===== config.mk =====
export PLATFORM = sky130hd
export DESIGN_NAME = ddsm_mean_decoder
export DESIGN_NICKNAME = d
export VERILOG_FILES = /design/src/rtl/ddsm_pkg.sv /design/src/rtl/ddsm_win_acc.sv /design/src/rtl/ddsm_mean_decoder.sv
export SDC_FILE = /design/constraint.sdc
export NUM_CORES = 1
export LEC_CHECK = 0
export ABC_CLOCK_PERIOD_IN_PS = 4500
export BUFFER_PORTS_ARGS = -buffer_cell sky130_fd_sc_hd__buf_2
export CORE_ASPECT_RATIO = 1.25
export CORE_MARGIN = 10
export CORE_UTILIZATION = 35
export CTS_CLUSTER_SIZE = 10
export DETAILED_ROUTE_END_ITERATION = 12
export PLACE_DENSITY = 0.62
export SYNTH_ARGS = -nofsm -noshare
export SYNTH_HDL_FRONTEND = slang
export SYNTH_SLANG_ARGS = --single-unit
export TNS_END_PERCENT = 1

===== constraint.sdc =====
create_clock -name i_clk -period 4.5 [get_ports i_clk]
set_input_delay 0.225 -clock i_clk [delete_from_list [all_inputs] [get_ports i_clk]]
set_output_delay 0.225 -clock i_clk [all_outputs]
set_load 0.005 [all_outputs]

===== src/rtl/ddsm_pkg.sv =====
// Shared definitions for the MASH mean decoder.
// Holds the default widths, the largest usable window exponent and the FSM
// state encoding used by the decoder top.
package ddsm_pkg;

  localparam int unsigned DataWDef = 8;
  localparam int unsigned FracWDef = 24;
  localparam int unsigned AccWDef  = 32;

  // Largest window exponent; larger requests are clamped to this.
  localparam int unsigned K_MAX = 24;

  // The sample counter must be able to hold 2^K_MAX.
  localparam int unsigned CntW = K_MAX + 1;

  typedef enum logic [1:0] {
    StIdle,
    StSettle,
    StAcc,
    StDone
  } ddsm_state_e;

  function automatic logic [4:0] clamp_k(input logic [4:0] k);
    return (k > 5'(K_MAX)) ? 5'(K_MAX) : k;
  endfunction

endpackage


===== src/rtl/ddsm_win_acc.sv =====
// Window accumulator for the MASH mean decoder.
// Sums the accepted samples, counts them against a 2^K window and flags the
// sample that completes the window. A carry out of the accumulator sets a
// sticky overflow flag.
// Ports:
//   clk_i     clock
//   rst_i     synchronous active-high reset
//   clr_i     clear sum, count and overflow (measurement start)
//   add_i     accumulate sample_i this cycle
//   sample_i  sample to add (zero-extended)
//   k_i       window exponent, already clamped
//   sum_o     current accumulator value
//   last_o    add_i is accepting the final sample of the window
//   ovf_o     sticky accumulator carry-out
module ddsm_win_acc
  import ddsm_pkg::*;
#(
  parameter int unsigned DATA_W = DataWDef,
  parameter int unsigned ACC_W  = AccWDef
) (
  input  logic              clk_i,
  input  logic              rst_i,
  input  logic              clr_i,
  input  logic              add_i,
  input  logic [DATA_W-1:0] sample_i,
  input  logic [4:0]        k_i,
  output logic [ACC_W-1:0]  sum_o,
  output logic              last_o,
  output logic              ovf_o
);

  localparam int unsigned SumW = ACC_W + 1;

  logic [ACC_W-1:0] sum_q;
  logic [CntW-1:0]  cnt_q;
  logic             ovf_q;
  logic [SumW-1:0]  sum_ext;

  // One extra bit catches the carry out of the accumulator.
  assign sum_ext = {1'b0, sum_q} + SumW'(sample_i);
  assign last_o  = add_i && ((cnt_q + CntW'(1)) == (CntW'(1) << k_i));
  assign sum_o   = sum_q;
  assign ovf_o   = ovf_q;

  always_ff @(posedge clk_i) begin
    if (rst_i || clr_i) begin
      sum_q <= '0;
      cnt_q <= '0;
      ovf_q <= 1'b0;
    end else if (add_i) begin
      sum_q <= sum_ext[ACC_W-1:0];
      cnt_q <= cnt_q + CntW'(1);
      if (sum_ext[ACC_W]) begin
        ovf_q <= 1'b1;
      end
    end
  end

endmodule


===== src/rtl/ddsm_mean_decoder.sv =====
// Receive-side mean decoder for the MASH divider-control stream.
// After discarding a programmable number of valid samples it averages 2^K
// valid samples and publishes the integer and left-aligned fractional ratio.
// Optional macro DDSM_DEC_SPAN_EN adds o_min/o_max: the spread of the
// accumulated samples, latched with the results.
// ACC_W must be at least DATA_W+FRAC_W.
// Ports:
//   i_clk, i_rst        clock, synchronous active-high reset
//   i_start             start a measurement (honoured in IDLE or DONE)
//   i_win_log2          window exponent K, clamped to K_MAX
//   i_settle            valid samples to discard first
//   i_valid, i_mash_out sample stream
//   o_busy              settling or accumulating
//   o_done              one-cycle pulse when results update
//   o_int, o_frac       recovered ratio int.frac (held until next o_done)
//   o_ovf               sticky accumulator overflow, cleared on start
module ddsm_mean_decoder
  import ddsm_pkg::*;
#(
  parameter int unsigned DATA_W = DataWDef,
  parameter int unsigned FRAC_W = FracWDef,
  parameter int unsigned ACC_W  = AccWDef
) (
  input  logic              i_clk,
  input  logic              i_rst,
  input  logic              i_start,
  input  logic [4:0]        i_win_log2,
  input  logic [7:0]        i_settle,
  input  logic              i_valid,
  input  logic [DATA_W-1:0] i_mash_out,
  output logic              o_busy,
  output logic              o_done,
  output logic [DATA_W-1:0] o_int,
  output logic [FRAC_W-1:0] o_frac,
  output logic              o_ovf
`ifdef DDSM_DEC_SPAN_EN
  ,
  output logic [DATA_W-1:0] o_min,
  output logic [DATA_W-1:0] o_max
`endif
);

  ddsm_state_e state_q, state_d;
  logic [4:0]  k_q, k_d;
  logic [7:0]  settle_q, settle_d;
  logic        clr;
  logic        add;
  logic        acc_last;
  logic [ACC_W-1:0] acc_sum;

  logic [DATA_W-1:0] int_q, int_next;
  logic [FRAC_W-1:0] frac_q, frac_next, frac_low;
  logic [ACC_W-1:0]  low_mask;
  logic              done_q;

  assign add = (state_q == StAcc) && i_valid;

  ddsm_win_acc #(
    .DATA_W (DATA_W),
    .ACC_W  (ACC_W)
  ) u_win_acc (
    .clk_i    (i_clk),
    .rst_i    (i_rst),
    .clr_i    (clr),
    .add_i    (add),
    .sample_i (i_mash_out),
    .k_i      (k_q),
    .sum_o    (acc_sum),
    .last_o   (acc_last),
    .ovf_o    (o_ovf)
  );

  // State register
  always_ff @(posedge i_clk) begin
    if (i_rst) begin
      state_q  <= StIdle;
      k_q      <= '0;
      settle_q <= '0;
    end else begin
      state_q  <= state_d;
      k_q      <= k_d;
      settle_q <= settle_d;
    end
  end

  // Next state
  always_comb begin
    state_d  = state_q;
    k_d      = k_q;
    settle_d = settle_q;
    clr      = 1'b0;
    unique case (state_q)
      StIdle, StDone: begin
        if (i_start) begin
          k_d      = clamp_k(i_win_log2);
          settle_d = i_settle;
          clr      = 1'b1;
          state_d  = (i_settle != 8'd0) ? StSettle : StAcc;
        end else if (state_q == StDone) begin
          state_d = StIdle;
        end
      end
      StSettle: begin
        if (i_valid) begin
          settle_d = settle_q - 8'd1;
          // The S-th valid sample is still discarded.
          if (settle_q == 8'd1) begin
            state_d = StAcc;
          end
        end
      end
      StAcc: begin
        if (acc_last) begin
          state_d = StDone;
        end
      end
      default: state_d = StIdle;
    endcase
  end

  // Outputs: busy flag and result alignment of the final sum
  always_comb begin
    o_busy    = (state_q == StSettle) || (state_q == StAcc);
    int_next  = DATA_W'(acc_sum >> k_q);
    low_mask  = (ACC_W'(1) << k_q) - ACC_W'(1);
    frac_low  = FRAC_W'(acc_sum & low_mask);
    // Left-align the K fractional bits; K=0 leaves frac_low at zero.
    frac_next = frac_low << (FRAC_W - 32'(k_q));
  end

  always_ff @(posedge i_clk) begin
    if (i_rst) begin
      done_q <= 1'b0;
      int_q  <= '0;
      frac_q <= '0;
    end else begin
      done_q <= (state_q == StDone);
      if (state_q == StDone) begin
        int_q  <= int_next;
        frac_q <= frac_next;
      end
    end
  end

  assign o_done = done_q;
  assign o_int  = int_q;
  assign o_frac = frac_q;

`ifdef DDSM_DEC_SPAN_EN
  logic [DATA_W-1:0] run_min_q, run_max_q, min_q, max_q;
  logic              first_q;

  always_ff @(posedge i_clk) begin
    if (i_rst) begin
      run_min_q <= '0;
      run_max_q <= '0;
      min_q     <= '0;
      max_q     <= '0;
      first_q   <= 1'b1;
    end else begin
      if (clr) begin
        first_q <= 1'b1;
      end else if (add) begin
        first_q <= 1'b0;
        if (first_q || (i_mash_out < run_min_q)) run_min_q <= i_mash_out;
        if (first_q || (i_mash_out > run_max_q)) run_max_q <= i_mash_out;
      end
      if (state_q == StDone) begin
        min_q <= run_min_q;
        max_q <= run_max_q;
      end
    end
  end

  assign o_min = min_q;
  assign o_max = max_q;
`endif

endmodule

==> results.tsv, run 1 <==
metric	value	unit
status	complete, no violations	
Final Core Density	38.2	%
Reg clk slew, reported paths	0.07	ns
Fill cells	2784	
Critical Path, Cell by Cell	buf_4, ha_1, nor4b_2, mux2i_1, nand2_1, a21oi_1, a21oi_1, o311ai_0, o211ai_1, a41oi_1	
Max VDD drop	0.160	mV
number of global-route vias before repair	8914	
htree depth	3	
CTS root buf	clkbuf_16	
Static Leak	3.61	nW
commonest non-fill, non-tap cells in the layout	nand2_1, nor2_1, dfxtp_1, a21oi_1, buf_2	
die height	204	um
Hold Crit Depth	3	
crit start category	flop	
Worst path depth	10	
PwrDens	380	nW/um^2
Synthesis Warnings	0	
CP Class	reg -> reg	
Hold Path Class	in -> reg	
Final Wtd Congestion	1.00	
crit-path most repeated cell	a21oi_1	
Die W	167	um
Final Skew	0.00764	ns
global-route wire length before repair	49700	um
antenna violation net count after detailed routing	0	
Initial Util	35.4	%
die area	34100	um^2
Seq/Total Area, Yosys	22.4	%
pin slew with the least headroom to its limit	1.15	ns
commonest non-fill, non-tap cell in the layout	nand2_1	
gr usage total	17.7	%
final worst path period need	3.90	ns
unique cell type count in the Yosys netlist	97	
Ports	60	
Placement Rows	67	
slew margin rel.	23.2	%
Final Cycle Share	86.7	%
DRC violation count after routing	0	
share of cells above drive strength 1	12.7	%
Routed WL per cell	19.9	um
area grow syn2layout	8.02	%
Final Cell Area	10200	um^2
cell area after synthesis	9470	um^2
postcts setup bufs	0	
core box area	26700	um^2
placed instance area	9890	um^2
R2R depth	10	
Mapped Cells	1248	
Worst-Skew Late Latency	0.37	ns
Net Count, Synth	1295	
Hold Violations, Final	0	
Vias/cell	6.05	
net switching power figure	1.72	mW
Cells after DPL	1566	
Post-CTS Hold Buffers	0	
CP peak stage delay	0.80	ns
starting DRC count in detailed routing	845	
crit path capture type	flop	
clock network fraction of total power	23.3	%
worst hold margin	0.109	ns
number of CTS-inserted buffers	9	
Max-cap violations	0	
delay-heaviest family, CP	compound AO/OA/AOI/OAI gates	
Combinational Power Share	48.5	%
port buffer count	59	
crit path buf inv count	1	
CTS resizes	0	
Max Freq	256	MHz
Max Root-Sink Buffers	2	
setup TNS	0	ns
slowest CP cell	ha_1	
largest fanout on the critical path	47	
GRT Residual Overflow	0	
internal power	2.17	mW
Worst EP arrival	4.20	ns
CTS tree	built	
Routed Wire Length	31500	um
switching portion of total power	44.1	%
number of synthesized flops with an enable pin	0	
initial antenna violation count	1	
vias	9582	
Critical Path RT	4.80	ns
unrepaired setup endpoints after global routing	no	
sequential share of power	28.1	%
nets	1279	
HPWL after DPL	23500	um
Pre-Repair DR Iteration Count	5	
Avg Cell Area, Syn	7.59	um^2
Final Non-Filler Cells	1583	
Synth async-reset ratio	0	%
Pins Over Slew Limit	0	
Final setup viols	0	
synthesis-stage register bit count	106	
total clock sinks	106	
largest net degree at the start of global routing	52	
ys flop type	dfxtp_1	
## kinds of logic after synthesis
group                      after synthesis  synth area share [%]
AOI/OAI and AO/OA                      349                  25.2
xor gates and xnor gates                62                  5.88
adders and majority gates               22                  2.99
buffers and inverters                  147                  6.70
DFF                                    106                  22.4
muxes                                   70                  9.20
and+or+nand+nor                        492                  27.6
## power by group through the flow
stage	Sequential [mW]	Clock, mW	Combinational [mW]
floorplan	1.08	0	1.43
global placement	1.11	0	1.84
detailed placement	1.11	0	1.86
CTS	1.09	0.926	1.87
global route	1.11	0.962	2.07
finish	1.09	0.907	1.89
## worst reg2reg max path, delay by kind of cell, from the launching register on
kind,cells,cell delay [ns]
buf+inv,1,0.51
fa+ha+maj,1,0.80
compound gates,5,1.22
mux,1,0.42
simple gates,2,0.56
flops,1,0.33
## area by class of cell
type	count	area (um^2)	area share [%]
multi-input combinational	995	6720	65.7
sequential	106	2130	20.8
antenna	1	2.50	0.0245
timing repair buffer	82	468	4.58
clock inverter	6	97.6	0.954
tap	345	432	4.22
inverter	38	143	1.39
clock buffer	10	239	2.34
## cells in the mapped netlist (29+ instances only)
master	instances	share of area, %
o21ai_0	51	2.7
inv_1	34	1.3
a211oi_1	29	2.3
mux2i_1	51	5.4
nor2_1	108	4.3
dfxtp_1	106	22
nand2_1	124	4.9
buf_2	30	1.6
xnor2_1	36	3.3
nand3_1	53	2.8
clkbuf_1	62	2.5
a21oi_1	96	5.1
## per-stage QoR
step                      total power, mW  worst slack [ns]
final                                3.89             0.599
after global routing                 4.14             0.317
after CTS                            3.89             0.645
after detailed placement             2.98             0.669
after global placement               2.95             0.720
after floorplan                      2.50             0.704
## layer usage
layer	GRT usage [%]	vias to the layer above	part of all wire [%]
met1	21.5	4572	42
met5	0	-	0
met2	29.6	330	48
li1	-	4619	-
met3	2.56	61	5.0
met4	9.61	0	4.6
## registers in the layout (all words and copies together) (netlist names)
signal           cells
u_win_acc.sum_o     32
u_win_acc.cnt_q     25
o_frac              24
o_int                8
settle_q             8
k_q                  5
state_q              2
o_done               1
u_win_acc.ovf_o      1
## path summary, 6_finish.rpt
| kind | startpoint | slack (ns) | endpoint |
|---|---|---|---|
| setup reg to reg | k_q[1] | 0.60 | o_frac[19] |
| setup / recovery | k_q[1] | 0.60 | o_frac[19] |
| hold / removal | i_win_log2[4] | 0.11 | k_q[4] |
| hold reg to reg | o_frac[9] | 0.46 | o_frac[9] |
No activity file was read; power rests on OpenSTA's default activity.
==> run 2: changes to the inputs <==
PLACE_DENSITY = 0.52   (was 0.62)
==> results.tsv, run 2 (synthesis gave the netlist of run 1 again) <==
metric	value	unit	change
Die W	167	um	unchanged
CP peak stage delay	0.70	ns	-0.10 ns
number of CTS-inserted buffers	9		unchanged
Routed WL per cell	20.2	um	+1.8%
HPWL after DPL	24200	um	+2.9%
Final Cycle Share	83.4	%	-3.3 points
PnR worst setup slack	0.747	ns	+0.148 ns
DRC violation count after routing	0		unchanged
Critical Path RT	4.76	ns	-0.04 ns
Final setup viols	0		unchanged
CP Class	reg -> reg		
postcts setup bufs	0		unchanged
commonest non-fill, non-tap cell in the layout	nand2_1		
CTS tree	built		
Hold Violations, Final	0		unchanged
core box area	26700	um^2	unchanged
crit path capture type	flop		
Max Freq	266	MHz	+3.9%
number of global-route vias before repair	8856		-0.65%
crit-path most repeated cell	nor2_1		
Max Root-Sink Buffers	2		unchanged
number of diodes	0		-1
Reg clk slew, reported paths	0.07	ns	about the same
setup TNS	0	ns	unchanged
CTS resizes	0		unchanged
Fill cells	2780		-0.14%
delay-heaviest family, CP	compound AO/OA/AOI/OAI gates		
Max-cap violations	0		unchanged
htree depth	3		unchanged
area grow syn2layout	7.97	%	about the same
Reg area	2130	um^2	unchanged
Final Skew	0.00861	ns	+0.000968 ns
Critical Path, Cell by Cell	buf_4, ha_1, nor2_1, a211oi_1, nor2_1, and4_1, o21ai_0, o31ai_1, o31a_1, o311a_1		
die area	34100	um^2	unchanged
global-route wire length before repair	51000	um	+2.7%
Placement Rows	67		unchanged
CTS root buf	clkbuf_16		
gr usage total	18.2	%	+0.55 points
slowest CP cell	ha_1		
Pre-Repair DR Iteration Count	5		unchanged
Pins Over Slew Limit	0		unchanged
final worst path period need	3.75	ns	-0.148 ns
Worst EP arrival	4.02	ns	-0.18 ns
antenna violation net count after detailed routing	0		unchanged
largest fanout on the critical path	30		-36%
Routed Wire Length	32100	um	+2.0%
total clock sinks	106		unchanged
unrepaired setup endpoints after global routing	no		
Vias/cell	5.97		-1.4%
Static Leak	3.61	nW	about the same
die height	204	um	unchanged
port buffer count	59		unchanged
nets	1284		+0.39%
pin slew with the least headroom to its limit	1.16	ns	+0.0120 ns
Hold Path Class	in -> reg		
crit start category	flop		
share of cells above drive strength 1	13.0	%	+0.27 points
Largest register FFs	32		unchanged
crit path buf inv count	1		unchanged
Initial Util	35.4	%	unchanged
Ports	60		unchanged
Final Core Density	38.2	%	about the same
status	complete, no violations		
largest net degree at the start of global routing	53		+1.9%
commonest non-fill, non-tap cells in the layout	nand2_1, nor2_1, dfxtp_1, a21oi_1, buf_2		
Final Wtd Congestion	0.994		-0.77%
area of the multi-input gates	6720	um^2	unchanged
initial antenna violation count	1		unchanged
PwrDens	373	nW/um^2	-2.0%
slew margin rel.	22.7	%	-0.52 points
Max VDD drop	0.156	mV	-2.7%
GRT Residual Overflow	0		unchanged
Post-CTS Hold Buffers	0		unchanged
dpl ws	0.779	ns	+0.110 ns
Worst-Skew Late Latency	0.37	ns	about the same
starting DRC count in detailed routing	734		-13%
vias	9470		-1.2%
[run 2: cell count changes in the layout (fill, tap and decap cells not counted), sizes merged]
cell and delta:
buf +5, clkinv +1, bufinv -1, inv -2
diode -1, clkinvlp +2
[run 2: final timing paths]
path	from	cells after the start	to	slack (ns)
hold reg to reg	o_frac[4]	2	o_frac[4]	0.46
hold / removal	i_win_log2[4]	3	k_q[4]	0.12
setup / recovery	k_q[2]	10	o_frac[22]	0.75
setup reg to reg	k_q[2]	10	o_frac[22]	0.75
[run 2: where the power goes]
| group | switching [mW] | internal (mW) | leakage, nW |
|---|---|---|---|
| Sequential | 0.0718 | 1.01 | 0.859 |
| Combinational | 1.25 | 0.662 | 2.61 |
| Clock | 0.388 | 0.433 | 0.139 |
| Total | 1.71 | 2.10 | 3.61 |
[run 2: layer usage]
metal  global-route usage [%]  vias to the layer above  wire (um)
li1                         -                     4622          -
met1                     22.8                     4505      14100
met2                     29.7                      275      15000
met3                     2.69                       66       1520
met4                     9.80                        2       1490
met5                        0                        -         13
[run 2: layout make-up]
| type | instances | share of cell area, % |
|---|---|---|
| clock buffers | 10 | 2.24 |
| clock inverters | 6 | 0.661 |
| inverters | 38 | 1.40 |
| multi-input cells | 995 | 65.7 |
| flip-flops and latches | 106 | 20.8 |
| well taps | 345 | 4.22 |
| repair buffers | 87 | 4.94 |
[run 2: worst min-delay path: stages]
cell,delay (ns)
buf_2,0.12
nand2_1,0.05
a21oi_1,0.05
[run 2: metrics by stage]
stage	std cells	power, mW	area [um^2]	hold slack, ns
2_1_floorplan	1248	2.50	9470	0.361
3_3_place_gp	1571	2.99	9930	0.439
3_5_place_dp	1571	2.99	9930	0.443
4_1_cts	1587	3.83	10200	0.107
5_1_grt	1587	4.07	10200	0.122
6_report	1587	3.81	10200	0.118
